File: config.mk
export PLATFORM = sky130hd
export DESIGN_NAME = reservation_station_param
export DESIGN_NICKNAME = d
export VERILOG_FILES = /design/src/rtl/data_structures.sv /design/src/rtl/rs_pkg.sv /design/src/rtl/rs_select.sv /design/src/rtl/reservation_station_param.sv
export SDC_FILE = /design/constraint.sdc
export NUM_CORES = 2
export LEC_CHECK = 0
export CAP_MARGIN = 20
export CORE_MARGIN = 4
export CORE_UTILIZATION = 40
export DETAILED_ROUTE_END_ITERATION = 10
export SETUP_SLACK_MARGIN = 0.5
export SYNTH_ARGS = -nofsm -noshare
export SYNTH_HDL_FRONTEND = slang
export SYNTH_SLANG_ARGS = --single-unit
File: constraint.sdc
create_clock -name in_clk -period 10 [get_ports in_clk]
set_input_delay 2 -clock in_clk [delete_from_list [all_inputs] [get_ports in_clk]]
set_output_delay 2 -clock in_clk [all_outputs]
set_load 0.005 [all_outputs]
File: src/rtl/data_structures.sv
// Shared core types: ALU opcodes and the NZCV flag bundle, plus default
// datapath widths for blocks that size themselves from GPR_SIZE / ROB_IDX_SIZE.
`ifndef GPR_SIZE
`define GPR_SIZE 32
`endif
`ifndef ROB_IDX_SIZE
`define ROB_IDX_SIZE 4
`endif

package data_structures;
    typedef enum logic [3:0] {
        ALU_ADD = 4'd0,
        ALU_SUB = 4'd1,
        ALU_AND = 4'd2,
        ALU_ORR = 4'd3,
        ALU_EOR = 4'd4,
        ALU_MOV = 4'd5
    } alu_op_t;

    typedef struct packed {
        logic n;
        logic z;
        logic c;
        logic v;
    } nzcv_t;
endpackage

File: src/rtl/rs_pkg.sv
// Reservation station types: source operand slot, entry record, ROB age helper.
// Field widths follow GPR_SIZE / ROB_IDX_SIZE.
`ifndef GPR_SIZE
`define GPR_SIZE 32
`endif
`ifndef ROB_IDX_SIZE
`define ROB_IDX_SIZE 4
`endif

package rs_pkg;
    import data_structures::*;

    localparam int RS_DATA_W = `GPR_SIZE;
    localparam int RS_ROB_W  = `ROB_IDX_SIZE;

    // All-ones pattern; slice down to the entry index width where used.
    localparam logic [31:0] RS_IDX_INVALID = '1;

    typedef struct packed {
        logic                 valid;
        logic [RS_DATA_W-1:0] value;
        logic [RS_ROB_W-1:0]  rob_index;
    } rs_src_t;

    typedef struct packed {
        logic                valid;
        alu_op_t             op;
        rs_src_t [1:0]       src;
        logic                uses_nzcv;
        logic                nzcv_valid;
        nzcv_t               nzcv;
        logic [RS_ROB_W-1:0] nzcv_rob_index;
        logic                set_nzcv;
        logic [RS_ROB_W-1:0] dst_rob_index;
    } rs_entry_param_t;

    // Distance from the ROB head; wraps naturally with the tag width.
    function automatic logic [RS_ROB_W-1:0] rob_age(input logic [RS_ROB_W-1:0] idx,
                                                    input logic [RS_ROB_W-1:0] head);
        return idx - head;
    endfunction
endpackage

File: src/rtl/rs_select.sv
// Issue picker: ready bitmap + per-entry ROB ages -> {found, index}.
// RS_OLDEST_FIRST_EN selects the smallest age; otherwise the lowest index wins
// and the ages are ignored.
module rs_select
    import rs_pkg::*;
#(
    parameter int RS_SIZE  = 8,
    parameter int RS_IDX_W = $clog2(RS_SIZE),
    parameter int AGE_W    = 4
) (
    input  logic [RS_SIZE-1:0]            in_ready,
    input  logic [RS_SIZE-1:0][AGE_W-1:0] in_age,
    output logic                          out_found,
    output logic [RS_IDX_W-1:0]           out_index
);
`ifdef RS_OLDEST_FIRST_EN
    logic [AGE_W-1:0] best_age;

    // Linear min-search over ready entries; ROB tags are unique so ages never tie.
    always_comb begin
        out_found = 1'b0;
        out_index = RS_IDX_INVALID[RS_IDX_W-1:0];
        best_age  = '1;
        for (int i = 0; i < RS_SIZE; i++) begin
            if (in_ready[i] && (!out_found || (in_age[i] < best_age))) begin
                out_found = 1'b1;
                out_index = i[RS_IDX_W-1:0];
                best_age  = in_age[i];
            end
        end
    end
`else
    logic unused_age;
    assign unused_age = ^in_age;

    // Priority encoder: walk high to low so the lowest ready index is the last writer.
    always_comb begin
        out_found = 1'b0;
        out_index = RS_IDX_INVALID[RS_IDX_W-1:0];
        for (int i = RS_SIZE - 1; i >= 0; i--) begin
            if (in_ready[i]) begin
                out_found = 1'b1;
                out_index = i[RS_IDX_W-1:0];
            end
        end
    end
`endif
endmodule

File: src/rtl/reservation_station_param.sv
// Reservation station between ROB dispatch and one functional unit.
// Captures operands/NZCV from NUM_BCAST wakeup ports, issues one ready entry per
// cycle, squashes entries younger than a mispredicted branch on flush.
// Optional macro RS_OLDEST_FIRST_EN: oldest-ready issue instead of lowest-index.
// DATA_W / ROB_IDX_W must match GPR_SIZE / ROB_IDX_SIZE (entry layout lives in rs_pkg).
`ifndef GPR_SIZE
`define GPR_SIZE 32
`endif
`ifndef ROB_IDX_SIZE
`define ROB_IDX_SIZE 4
`endif

module reservation_station_param
    import data_structures::*;
    import rs_pkg::*;
#(
    parameter int RS_SIZE   = 8,
    parameter int RS_IDX_W  = $clog2(RS_SIZE),
    parameter int DATA_W    = `GPR_SIZE,
    parameter int ROB_IDX_W = `ROB_IDX_SIZE,
    parameter int NUM_BCAST = 2
) (
    input  logic                                in_clk,
    input  logic                                in_rst_n,
    input  logic                                in_disp_valid,
    output logic                                out_disp_ready,
    input  alu_op_t                             in_disp_op,
    input  logic [1:0]                          in_disp_src_valid,
    input  logic [1:0][DATA_W-1:0]              in_disp_src_value,
    input  logic [1:0][ROB_IDX_W-1:0]           in_disp_src_rob_index,
    input  logic                                in_disp_uses_nzcv,
    input  logic                                in_disp_nzcv_valid,
    input  nzcv_t                               in_disp_nzcv,
    input  logic [ROB_IDX_W-1:0]                in_disp_nzcv_rob_index,
    input  logic                                in_disp_set_nzcv,
    input  logic [ROB_IDX_W-1:0]                in_disp_dst_rob_index,
    input  logic [NUM_BCAST-1:0]                in_bcast_valid,
    input  logic [NUM_BCAST-1:0][ROB_IDX_W-1:0] in_bcast_rob_index,
    input  logic [NUM_BCAST-1:0][DATA_W-1:0]    in_bcast_value,
    input  logic [NUM_BCAST-1:0]                in_bcast_set_nzcv,
    input  nzcv_t [NUM_BCAST-1:0]               in_bcast_nzcv,
    input  logic                                in_flush,
    input  logic [ROB_IDX_W-1:0]                in_flush_rob_index,
    input  logic [ROB_IDX_W-1:0]                in_rob_head_index,
    input  logic                                in_fu_ready,
    output logic                                out_issue_valid,
    output alu_op_t                             out_issue_op,
    output logic [DATA_W-1:0]                   out_issue_val_a,
    output logic [DATA_W-1:0]                   out_issue_val_b,
    output nzcv_t                               out_issue_nzcv,
    output logic                                out_issue_set_nzcv,
    output logic                                out_issue_uses_nzcv,
    output logic [ROB_IDX_W-1:0]                out_issue_dst_rob_index,
    output logic [RS_IDX_W:0]                   out_count
);
    rs_entry_param_t [RS_SIZE-1:0]            entries_q, entries_d;
    rs_entry_param_t                          new_entry;
    logic [RS_SIZE-1:0]                       ready;
    logic [RS_SIZE-1:0][ROB_IDX_W-1:0]        age;
    logic [ROB_IDX_W-1:0]                     flush_age;
    logic [RS_IDX_W-1:0]                      free_idx, sel_idx;
    logic [RS_IDX_W:0]                        count;
    logic                                     sel_found, disp_fire, issue_fire;

    // Capture any broadcast whose tag matches a still-pending operand or NZCV.
    // Ports are walked high to low so the lowest matching port is the last writer.
    function automatic rs_entry_param_t apply_bcast(
        input rs_entry_param_t                     e,
        input logic [NUM_BCAST-1:0]                bv,
        input logic [NUM_BCAST-1:0][ROB_IDX_W-1:0] btag,
        input logic [NUM_BCAST-1:0][DATA_W-1:0]    bval,
        input logic [NUM_BCAST-1:0]                bset,
        input nzcv_t [NUM_BCAST-1:0]               bnzcv);
        rs_entry_param_t r;
        r = e;
        for (int k = NUM_BCAST - 1; k >= 0; k--) begin
            for (int j = 0; j < 2; j++) begin
                if (!e.src[j].valid && bv[k] && (btag[k] == e.src[j].rob_index)) begin
                    r.src[j].valid = 1'b1;
                    r.src[j].value = bval[k];
                end
            end
            if (!e.nzcv_valid && bv[k] && bset[k] && (btag[k] == e.nzcv_rob_index)) begin
                r.nzcv_valid = 1'b1;
                r.nzcv       = bnzcv[k];
            end
        end
        return r;
    endfunction

    // Per-entry readiness, ROB age, occupancy count and lowest free slot.
    always_comb begin
        count    = '0;
        free_idx = '0;
        for (int i = RS_SIZE - 1; i >= 0; i--) begin
            ready[i] = entries_q[i].valid && entries_q[i].src[0].valid && entries_q[i].src[1].valid
                       && (!entries_q[i].uses_nzcv || entries_q[i].nzcv_valid);
            age[i]   = rob_age(entries_q[i].dst_rob_index, in_rob_head_index);
            count    = count + (RS_IDX_W+1)'(entries_q[i].valid);
            if (!entries_q[i].valid) free_idx = i[RS_IDX_W-1:0];
        end
        flush_age = rob_age(in_flush_rob_index, in_rob_head_index);
    end

    rs_select #(
        .RS_SIZE  (RS_SIZE),
        .RS_IDX_W (RS_IDX_W),
        .AGE_W    (ROB_IDX_W)
    ) u_select (
        .in_ready  (ready),
        .in_age    (age),
        .out_found (sel_found),
        .out_index (sel_idx)
    );

    // Handshakes; a flush cycle neither accepts nor issues.
    always_comb begin
        out_count       = count;
        out_disp_ready  = in_rst_n && (count != (RS_IDX_W+1)'(RS_SIZE)) && !in_flush;
        out_issue_valid = in_rst_n && sel_found && !in_flush;
        disp_fire       = in_disp_valid && out_disp_ready;
        issue_fire      = out_issue_valid && in_fu_ready;
    end

    // Issue payload straight from the selected entry.
    always_comb begin
        out_issue_op            = entries_q[sel_idx].op;
        out_issue_val_a         = entries_q[sel_idx].src[0].value;
        out_issue_val_b         = entries_q[sel_idx].src[1].value;
        out_issue_nzcv          = entries_q[sel_idx].nzcv;
        out_issue_set_nzcv      = entries_q[sel_idx].set_nzcv;
        out_issue_uses_nzcv     = entries_q[sel_idx].uses_nzcv;
        out_issue_dst_rob_index = entries_q[sel_idx].dst_rob_index;
    end

    // Incoming entry, including broadcasts that land in the dispatch cycle.
    always_comb begin
        new_entry                = '0;
        new_entry.valid          = 1'b1;
        new_entry.op             = in_disp_op;
        for (int j = 0; j < 2; j++) begin
            new_entry.src[j].valid     = in_disp_src_valid[j];
            new_entry.src[j].value     = in_disp_src_value[j];
            new_entry.src[j].rob_index = in_disp_src_rob_index[j];
        end
        new_entry.uses_nzcv      = in_disp_uses_nzcv;
        new_entry.nzcv_valid     = in_disp_nzcv_valid;
        new_entry.nzcv           = in_disp_nzcv;
        new_entry.nzcv_rob_index = in_disp_nzcv_rob_index;
        new_entry.set_nzcv       = in_disp_set_nzcv;
        new_entry.dst_rob_index  = in_disp_dst_rob_index;
        new_entry = apply_bcast(new_entry, in_bcast_valid, in_bcast_rob_index,
                                in_bcast_value, in_bcast_set_nzcv, in_bcast_nzcv);
    end

    // Next state: wakeup, issue retire, flush squash, then dispatch write.
    always_comb begin
        for (int i = 0; i < RS_SIZE; i++) begin
            entries_d[i] = apply_bcast(entries_q[i], in_bcast_valid, in_bcast_rob_index,
                                       in_bcast_value, in_bcast_set_nzcv, in_bcast_nzcv);
        end
        if (issue_fire) entries_d[sel_idx].valid = 1'b0;
        if (in_flush) begin
            for (int i = 0; i < RS_SIZE; i++) begin
                if (age[i] > flush_age) entries_d[i].valid = 1'b0;
            end
        end
        if (disp_fire) entries_d[free_idx] = new_entry;
    end

    // Entry storage with synchronous reset.
    always_ff @(posedge in_clk) begin
        if (!in_rst_n) entries_q <= '0;
        else           entries_q <= entries_d;
    end
endmodule

==> flow_summary.yaml <==
synth:
  synth-simple-area-share: 0.113
  synth_top_family_by_area: "compound AO/OA/AOI/OAI gates"
  netlist_area_sq_um: 46300
  ys_warn_count: 0
  synth_top_cell_area_share: 0.325
  synth_cell_types: 79
  yosysMostFrequentCell: "dfxtp_1"
  async_reset_ff_frac: 0
  synth_ff_type: "dfxtp_1"
  netlist_instances: 5467
  syn_area_per_cell_sq_um: 8.48
  syn_nets: 5729
  synth_xor_xnor_area_share: 0.0382
  synth_compound_area_frac: 0.284
  synth.area.top_cells: "dfxtp_1 32%, mux2i_1 14%, a21oi_1 7.7%"
  ys_seq_area_frac: 0.325
  synth_mux_area_frac: 0.147
  yosysTopAreaCell: "dfxtp_1"
  ys_seq_elements: 752
  synth_edf_count: 0
  synthTopCellsByCount: "752 x dfxtp_1, 714 x a21oi_1, 646 x mux2i_1"
  synthAdderAreaFrac: 0.0215
critical_path:
  arrival_ns: 5.17
  required_ns: 8.00
  cp-start-kind: "flip-flop"
  critical_path_class: "reg2out"
  worstPathMaxFanout: 128
  end_kind: "output port"
floorplan:
  initial_utilization: 0.404
  fp-row-count: 124
  die_x_um: 348
  ioPinCount: 274
  chipHeight_um: 348
  core_area_sq_um: 115000
  fp.dieArea_sq_um: 121000
placed_design:
  numPortBuffers: 273
  post-dp-hpwl_um: 106000
  pre_cts_slack_ns: 3.75
  place_area_sq_um: 49100
  routabilityCongestion: 0.817
global_route:
  grt_pass1_wl_um: 284000
  grt_max_degree: 145
  grt_usage: 0.309
  grt_pass1_vias: 41115
  antenna_found_initial: 11
  gr-total-overflow: 0
drt:
  wl_um: 197000
  drt_pass1_iterations: 8
  vias: 44284
  post_drt_wl_per_cell_um: 28.7
  vias_per_cell: 6.44
  drc_errors: 0
  drt_iter0_markers: 5284
  drtAntennaViolNets: 0
clocking:
  h-tree-depth: 3
  clock_latency_ns: 0.70
  clock_sinks: 752
  cts_buffers: 89
  cts_hold_buf: 0
  post_cts_resized: 0
  ctsLongestPathBuffers: 3
  clkTransAtPathRegs_ns: 0.06
  cts_setup_buffers: 0
  cts_tree: "done"
  cts_root_buf: "clkbuf_16"
layout:
  final_cell_area_sq_um: 52200
  nFillCells: 11083
  drive_above_1_share: 0.0751
  regMostFlops: "entries_q"
  area_growth_pct: 12.6
  nNetsFinal: 5559
  largest_registers: "entries_q: 752 flops"
  largest_reg_flops: 752
power:
  ir_drop_mv: 0.126
  p_total_mw: 7.62
  intPower_mw: 5.49
  p_per_area_nw_per_um2: 146
  power_frac_clock: 0.452
  power_frac_seq: 0.412
  p_switching_mw: 2.12
  switching_share: 0.279
  p_comb_frac: 0.136
  p_leak_nw: 22.6
worst_hold_path:
  hp-class: "reg2reg"
timing:
  setup_slack_ns: 2.83
  fmax_mhz: 139
  slew-limit-headroom: 0.208
  clock_skew_ns: 0.0504
  drv_slew: 0
  worst_pin_slew_ns: 1.18
  hold_viol_final: 0
  min_period_ns: 7.17
  setup_violations: 0
  setup_tns_ns: 0
  timing.final.crit_share: 0.717
  rsz0062_at_grt: "no"
run:
  maxCapViolCount: 0
status:
  status: "completed"
-- cells in the final DEF (no fill, tap or decap), types with 23 or more instances in the layout --
cell type        count
a211o_1             23
a211oi_1            27
a21oi_1            714
a221oi_1           155
a22o_1             307
buf_4              121
clkbuf_16           91
clkdlybuf4s50_1    268
dfxtp_1            752
ha_1                59
inv_1               71
mux2_2              32
mux2i_1            646
nand2_1            415
nand3_1             78
nand4_1             29
nor2_1             566
nor3_1              49
o21ai_0             33
o22ai_1             31
o2bb2ai_1          376
xnor2_1            128
xor2_1              74
-- routing by layer --
layer	vias up	GRT usage	share of wire
li1	19637	-	-
met4	12	0.123	0.044
met3	541	0.0652	0.11
met1	21376	0.411	0.40
met5	-	0	0.00039
met2	2718	0.490	0.44
-- final timing paths --
check	from	endpoint	slack [ns]	depth (start not counted)
max	entries_q[202]	out_issue_val_a[4]	2.83	8
min	entries_q[373]	entries_q[373]	0.45	2
max reg2reg	entries_q[93]	entries_q[459]	3.96	16
min reg2reg	entries_q[373]	entries_q[373]	0.45	2
-- cell families (layout without fill, tap and decap cells) --
| family | count (synthesis) | after routing |
|---|---|---|
| xor gates and xnor gates | 202 | 202 |
| muxes | 678 | 678 |
| and+or+nand+nor | 1235 | 1235 |
| buffers and inverters | 735 | 632 |
| AOI/OAI and AO/OA | 1793 | 1793 |
| adders and majority gates | 72 | 72 |
| other | 0 | 2 |
| DFF | 752 | 752 |
-- power by group through the flow --
stage / logic, mW / clock network [mW] / registers (mW)
finish: 1.04 / 3.44 / 3.14
floorplan: 0.656 / 0 / 3.19
global route: 1.10 / 3.57 / 3.15
detailed placement: 1.01 / 0 / 3.21
global placement: 0.992 / 0 / 3.20
CTS: 1.01 / 3.45 / 3.14
-- layout make-up --
class,count,area [sq um],area share
diodes,2,5.00,0.0000960
clock buffers,131,2640,0.0506
clock inverters,27,407,0.00780
inverters,77,297,0.00569
multi-input cells,3980,28200,0.540
flip-flops and latches,752,15100,0.289
well taps,1512,1890,0.0363
repair buffers,397,3680,0.0706
-- stage by stage --
step,cells,hold slack (ns),util
after floorplan,5467,0.436,-
after global placement,6717,0.442,0.428
after detailed placement,6717,0.446,0.428
after CTS,6875,0.455,0.455
after global routing,6876,0.467,0.455
final,6878,0.454,0.455
-- worst max-delay path: stages, from the launching register on --
cell	delay, ns
dfxtp_1	0.35
inv_1	0.05
o2111ai_1	0.44
nand4_1	0.42
nor2_4	0.87
buf_12	0.68
a221oi_1	0.21
mux2i_1	0.73
clkdlybuf4s50_1	0.66
(Power assumes the default switching activity.)
